===== config.mk =====
export PLATFORM = sky130hd
export DESIGN_NAME = mux_pipe_stage_flat
export DESIGN_NICKNAME = d
export VERILOG_FILES = /design/src/rtl/mux_pipe_stage_if.sv /design/src/rtl/mux_pipe_stage.sv /design/src/flat_wrapper.sv
export SDC_FILE = /design/constraint.sdc
export NUM_CORES = 1
export LEC_CHECK = 0
export BUFFER_PORTS_ARGS = -buffer_cell sky130_fd_sc_hd__clkbuf_2
export CAP_MARGIN = 5
export CELL_PAD_IN_SITES_DETAIL_PLACEMENT = 2
export CELL_PAD_IN_SITES_GLOBAL_PLACEMENT = 2
export CORE_MARGIN = 2
export CORE_UTILIZATION = 24
export CTS_BUF_LIST = sky130_fd_sc_hd__clkbuf_4
export DETAILED_ROUTE_END_ITERATION = 8
export MAX_ROUTING_LAYER = met4
export PLACE_DENSITY_LB_ADDON = 0.1
export SLEW_MARGIN = 0
export SYNTH_ARGS = -nofsm -noshare
export SYNTH_HDL_FRONTEND = slang
export SYNTH_SLANG_ARGS = --single-unit

===== constraint.sdc =====
create_clock -name clk -period 1.9 [get_ports clk]
set_input_delay 0.38 -clock clk [delete_from_list [all_inputs] [get_ports clk]]
set_output_delay 0.38 -clock clk [all_outputs]
set_load 0.01 [all_outputs]

===== src/rtl/mux_pipe_stage_if.sv =====
// Channel bus into and registered result out of mux_pipe_stage.
// Upstream drives in_bus/sel/in_valid; the stage drives out/out_sel/out_valid.
interface mux_pipe_stage_if #(
  parameter int N     = 32,
  parameter int CH    = 4,
  parameter int SEL_W = (CH > 1) ? $clog2(CH) : 1
);
  logic [CH*N-1:0]  in_bus;
  logic [SEL_W-1:0] sel;
  logic             in_valid;
  logic [N-1:0]     out;
  logic [SEL_W-1:0] out_sel;
  logic             out_valid;

  modport master (
    output in_bus, sel, in_valid,
    input  out, out_sel, out_valid
  );

  modport slave (
    input  in_bus, sel, in_valid,
    output out, out_sel, out_valid
  );
endinterface


===== src/rtl/mux_pipe_stage.sv =====
// Registered CH:1 channel select with stall/flush, valid tracking, sticky
// out-of-range select flag and a saturating stall-cycle counter.
module mux_pipe_stage #(
  parameter int N     = 32,
  parameter int CH    = 4,
  parameter int CNT_W = 16
) (
  input  logic             clk,
  input  logic             rst_n,
  mux_pipe_stage_if.slave  bus,
  input  logic             stall,
  input  logic             flush,
  input  logic             clr_cnt,
  output logic             sel_err,
  output logic [CNT_W-1:0] stall_cnt
);
  // The interface instance must be built with the same N and CH as this module.
  localparam int SEL_W = (CH > 1) ? $clog2(CH) : 1;
  localparam logic [SEL_W:0] CH_L = (SEL_W + 1)'(CH);

  // Valid semantics: in_valid marks a real instruction on in_bus/sel for this
  // cycle; out_valid marks out/out_sel as real. There is no ready: the stage
  // never back-pressures, stall/flush come from the hazard unit.

  logic [N-1:0]     w_mux;
  logic             w_sel_oob;
  logic             w_load;
  logic             w_cnt_inc;

  logic [N-1:0]     r_out;
  logic [SEL_W-1:0] r_out_sel;
  logic             r_out_valid;
  logic             r_sel_err;
  logic [CNT_W-1:0] r_stall_cnt;

  always_comb begin
    w_sel_oob = ({1'b0, bus.sel} >= CH_L);
    w_mux     = bus.in_bus[(CH-1)*N +: N];
    for (int k = 0; k < CH; k++) begin
      if ({1'b0, bus.sel} == (SEL_W + 1)'(k)) begin
        w_mux = bus.in_bus[k*N +: N];
      end
    end
  end

  assign w_load    = !flush && !stall;
  assign w_cnt_inc = stall && !flush && r_out_valid;

  always_ff @(posedge clk) begin
    if (!rst_n) begin
      r_out       <= '0;
      r_out_sel   <= '0;
      r_out_valid <= 1'b0;
    end else if (flush) begin
      r_out_valid <= 1'b0;
    end else if (w_load) begin
      r_out_valid <= bus.in_valid;
      // An invalid cycle leaves the data bits untouched to avoid toggling.
      if (bus.in_valid) begin
        r_out     <= w_mux;
        r_out_sel <= bus.sel;
      end
    end
  end

  always_ff @(posedge clk) begin
    if (!rst_n) begin
      r_sel_err <= 1'b0;
    end else if (w_load && bus.in_valid && w_sel_oob) begin
      r_sel_err <= 1'b1;
    end
  end

  always_ff @(posedge clk) begin
    if (!rst_n || clr_cnt) begin
      r_stall_cnt <= '0;
    end else if (w_cnt_inc && (r_stall_cnt != '1)) begin
      r_stall_cnt <= r_stall_cnt + CNT_W'(1);
    end
  end

  assign bus.out       = r_out;
  assign bus.out_sel   = r_out_sel;
  assign bus.out_valid = r_out_valid;
  assign sel_err       = r_sel_err;
  assign stall_cnt     = r_stall_cnt;
endmodule

===== src/flat_wrapper.sv =====
// flat-port wrapper written by rule: the top's interface ports become plain ports
module mux_pipe_stage_flat 
#(
  parameter int N     = 32,
  parameter int CH    = 4,
  parameter int CNT_W = 16
)
  (clk, rst_n, stall, flush, clr_cnt, sel_err, stall_cnt, bus_in_bus, bus_sel, bus_in_valid, bus_out, bus_out_sel, bus_out_valid);
  mux_pipe_stage_if #(.N(N), .CH(CH)) bus_i ();
  input  logic clk;
  input  logic rst_n;
  input  logic stall;
  input  logic flush;
  input  logic clr_cnt;
  output logic sel_err;
  output logic [CNT_W-1:0] stall_cnt;
  input wire logic [$bits(bus_i.in_bus)-1:0] bus_in_bus;
  input wire logic [$bits(bus_i.sel)-1:0] bus_sel;
  input wire logic [$bits(bus_i.in_valid)-1:0] bus_in_valid;
  output wire logic [$bits(bus_i.out)-1:0] bus_out;
  output wire logic [$bits(bus_i.out_sel)-1:0] bus_out_sel;
  output wire logic [$bits(bus_i.out_valid)-1:0] bus_out_valid;
  assign bus_i.in_bus = bus_in_bus;
  assign bus_i.sel = bus_sel;
  assign bus_i.in_valid = bus_in_valid;
  assign bus_out = bus_i.out;
  assign bus_out_sel = bus_i.out_sel;
  assign bus_out_valid = bus_i.out_valid;
  mux_pipe_stage #(.N(N), .CH(CH), .CNT_W(CNT_W)) u_core (.clk(clk), .rst_n(rst_n), .bus(bus_i), .stall(stall), .flush(flush), .clr_cnt(clr_cnt), .sel_err(sel_err), .stall_cnt(stall_cnt));
endmodule

==> impl_metrics.csv <==
group,metric,value,unit
status,outcome,"completed",
min_path,hp-class,"input pin to register",
worst_setup_path,r2r_start,"u_core.stall_cnt[0]",
drt,drt_pass1_iterations,4,
drt,route.detailed.drc,0,
flow_run,cap_violations,0,
global_routing,grt_start_max_net_pins,36,
drt,wl_per_cell,16.7,um
worst_setup_path,worstSetupEndpoint,"u_core.stall_cnt[8]",
logic_synthesis,synth-seq-area-share,35.1,%
sta,slew_viol_final,0,
power_and_ir_drop,total_power,0.00211,W
logic_synthesis,synth_area_per_cell,9.76,sq um
drt,vias,3144,
worst_setup_path,cp_max_fo,5,
sta,finClkSkew,1.13,ps
floorplan,initial_core_util,24.4,%
floorplan,core_area,11900,sq um
floorplan,die_area,13000,sq um
cells_and_area,drive_gt1_share,53.0,%
cells_and_area,final_nets,630,
drt,drtIter0Drc,50,
sta,setup_violations,0,
logic_synthesis,yosysUniqueCellTypes,38,
global_routing,grt_pass1_vias,3390,
place,dpl.hpwl,8.67,mm
worst_setup_path,crit_path_end_kind,"register",
power_and_ir_drop,p_leak,1.86,nW
clock_network,cts_num_sinks,51,
global_routing,grt_remaining_overflow,0,
worst_setup_path,path_cells,"ha_2 -> and4b_2 -> nand3_2 -> or4_1 -> a21oi_1",
place,io_buffer_count,186,
drt,ant_nets,0,
worst_setup_path,reg2regPathDepth,5,
clock_network,clock_latency,390,ps
floorplan,io_pins,188,
worst_setup_path,timing.rr.end,"u_core.stall_cnt[8]",
clock_network,holdBufCountCts,0,
floorplan,die_h,114,um
logic_synthesis,synth_area,2910,sq um
sta,finalHoldViolCount,0,
sta,min_period,1810,ps
clock_network,cts_buffers,5,
global_routing,grt_first_pass_wirelength,16.9,mm
drt,routed_via_density,4.90,
place,placed_area,4160,sq um
global_routing,antenna_found_initial,0,
sta,whs,292,ps
clock_network,cts_buffer_depth,2,
worst_setup_path,crit_type,"register to register",
clock_network,cts_tree,"built",
logic_synthesis,netlist_instances,298,
logic_synthesis,yosys_warnings,0,
floorplan,num_rows,40,
cells_and_area,design_area,4240,sq um
clock_network,cts_htree_levels,2,
min_path,min_path_cells,3,
sta,tightest_slew,508,ps
global_routing,grt_use_total,17.0,%
place,gp_congestion,0.752,
clock_network,path_clk_slew,160,ps
logic_synthesis,synthArstFlopShare,0,%
cells_and_area,area_delta_synth_final,45.7,%
cells_and_area,diodes,0,
clock_network,cts-root-buf,"clkbuf_4",
sta,slew_headroom,65.9,%
worst_setup_path,slowest_stage,"or4_1",
worst_setup_path,cp.depth,5,
worst_setup_path,critPathRequiredTime,2240,ps
worst_setup_path,critPathLaunchType,"register",
logic_synthesis,ys_seq_elements,51,
sta,max_freq,0.551,GHz
worst_setup_path,critPathArrivalTime,2150,ps
sta,setup_total_negative_slack,0,ps
power_and_ir_drop,ir_drop,0.191,mV
worst_setup_path,cp-startpoint,"u_core.stall_cnt[0]",
worst_setup_path,critical_path.top_delay_family,"simple AND/OR/NAND/NOR gates",
floorplan,die_w,114,um
drt,wirelength,10.7,mm
worst_setup_path,cp_num_buf_inv,0,
worst_setup_path,slowest_delay,540,ps
worst_setup_path,rrSetupSlack,90,ps
sta,post-route-period-util,95.4,%
cells_and_area,utilization,35.6,%
logic_synthesis,syn_nets,435,
power_and_ir_drop,cellPowerDensity,498,nW/um^2
logic_synthesis,synth_ff_type,"dfxtp_1",
logic_synthesis,synth_edf_count,0,
## worst min path at each step
stage,startpoint,endpoint,slack (ps)
3_5_place_dp,u_core.bus.out[22],u_core.bus.out[22],460
5_1_grt,bus_in_valid,u_core.bus.out_valid,300
3_3_place_gp,u_core.bus.out[25],u_core.bus.out[25],450
4_1_cts,stall,u_core.bus.out_valid,270
6_report,stall,u_core.bus.out_valid,290
2_1_floorplan,u_core.bus.out[0],u_core.bus.out[0],490
## layout make-up
type,instances,area [sq um]
clock buffer,7,52.6
inverter,2,7.51
tap,147,184
timing repair buffer,210,1160
multi-input combinational,223,1800
fill,1361,7670
clock inverter,1,5.00
sequential,51,1020
## cells in the mapped netlist, drive strengths merged, types with 2 or more instances
master / n / area, sq um
o21ai: 3 / 15.0
and4: 4 / 35.0
a211oi: 2 / 15.0
nor4: 3 / 25.0
nand3: 5 / 25.0
o31ai: 5 / 37.5
or4: 4 / 30.0
nand4: 4 / 31.3
a31oi: 4 / 25.0
or3: 3 / 18.8
nand2b: 3 / 18.8
mux4: 32 / 721
inv: 2 / 7.51
nor3: 7 / 35.0
dfxtp: 51 / 1020
buf: 5 / 27.5
clkbuf: 17 / 65.1
and3: 2 / 12.5
a21boi: 35 / 263
nor2: 8 / 30.0
a21oi: 10 / 50.1
nand2: 77 / 289
## state kept, by name, summed over array words and instances, names as in the netlist
signal,flops
u_core.bus.out_valid,1
u_core.stall_cnt,16
u_core.bus.out,32
u_core.bus.out_sel,2
## logic make-up after synthesis
logic type | synth area share [%]
compound gates | 15.2
simple gates | 20.9
mux | 24.8
other cells | 0.129
flops | 35.1
fa+ha+maj | 0.430
buf+inv | 3.44
## metrics by stage
step	worst slack (ps)	cells
after detailed placement	8.22	633
final	86.7	641
after global routing	-10.1	641
after floorplan	186	298
after global placement	107	633
after CTS	30.3	641
## cells in the final DEF (no fill, tap or decap), types with 2 or more instances in the layout
master / Yosys / routed
a211oi_1: 2 / 2
a21boi_0: 35 / 35
a21oi_1: 10 / 10
a31oi_1: 4 / 4
and3_1: 2 / 2
and4_1: 4 / 4
buf_12: 0 / 4
buf_4: 1 / 20
clkbuf_2: 1 / 186
clkbuf_4: 0 / 7
dfxtp_1: 51 / 49
dfxtp_2: 0 / 2
inv_1: 2 / 2
mux4_2: 32 / 32
nand2_1: 77 / 77
nand2b_1: 3 / 3
nand3_1: 5 / 4
nand4_1: 3 / 3
nor2_1: 8 / 7
nor3_1: 7 / 6
nor4_1: 2 / 2
o21ai_0: 3 / 3
o31ai_1: 5 / 5
or3_1: 3 / 3
or4_1: 4 / 4
## layer usage
| metal | wire, um | part of all wire, % | global-route usage (%) | up-vias |
|---|---|---|---|---|
| met3 | 751 | 7.0 | 4.61 | 11 |
| li1 | - | - | - | 1490 |
| met4 | 168 | 1.6 | 4.80 | 0 |
| met2 | 5750 | 54 | 31.0 | 120 |
| met1 | 4040 | 38 | 18.2 | 1523 |
| met5 | 0 | 0 | - | - |
## power breakdown
group	internal [W]	leakage (nW)	total, W	switching [W]
logic	0.000266	1.41	0.000449	0.000183
clock network	0.000174	0.0361	0.000549	0.000375
registers	0.00110	0.414	0.00111	0.0000146
total	0.00154	1.86	0.00211	0.000572
## worst reg2reg max path: stages, from the launching register on
cell and delay (ps):
dfxtp_2 400, ha_2 220, and4b_2 280, nand3_2 140
or4_1 540, a21oi_1 170
## what timing repair did
action / CTS / global route
setup endpoints to repair: 2 / 3
gates resized for setup: 2 / 4
buffers inserted: 0 / 0
No activity file was read; power rests on OpenSTA's default activity.
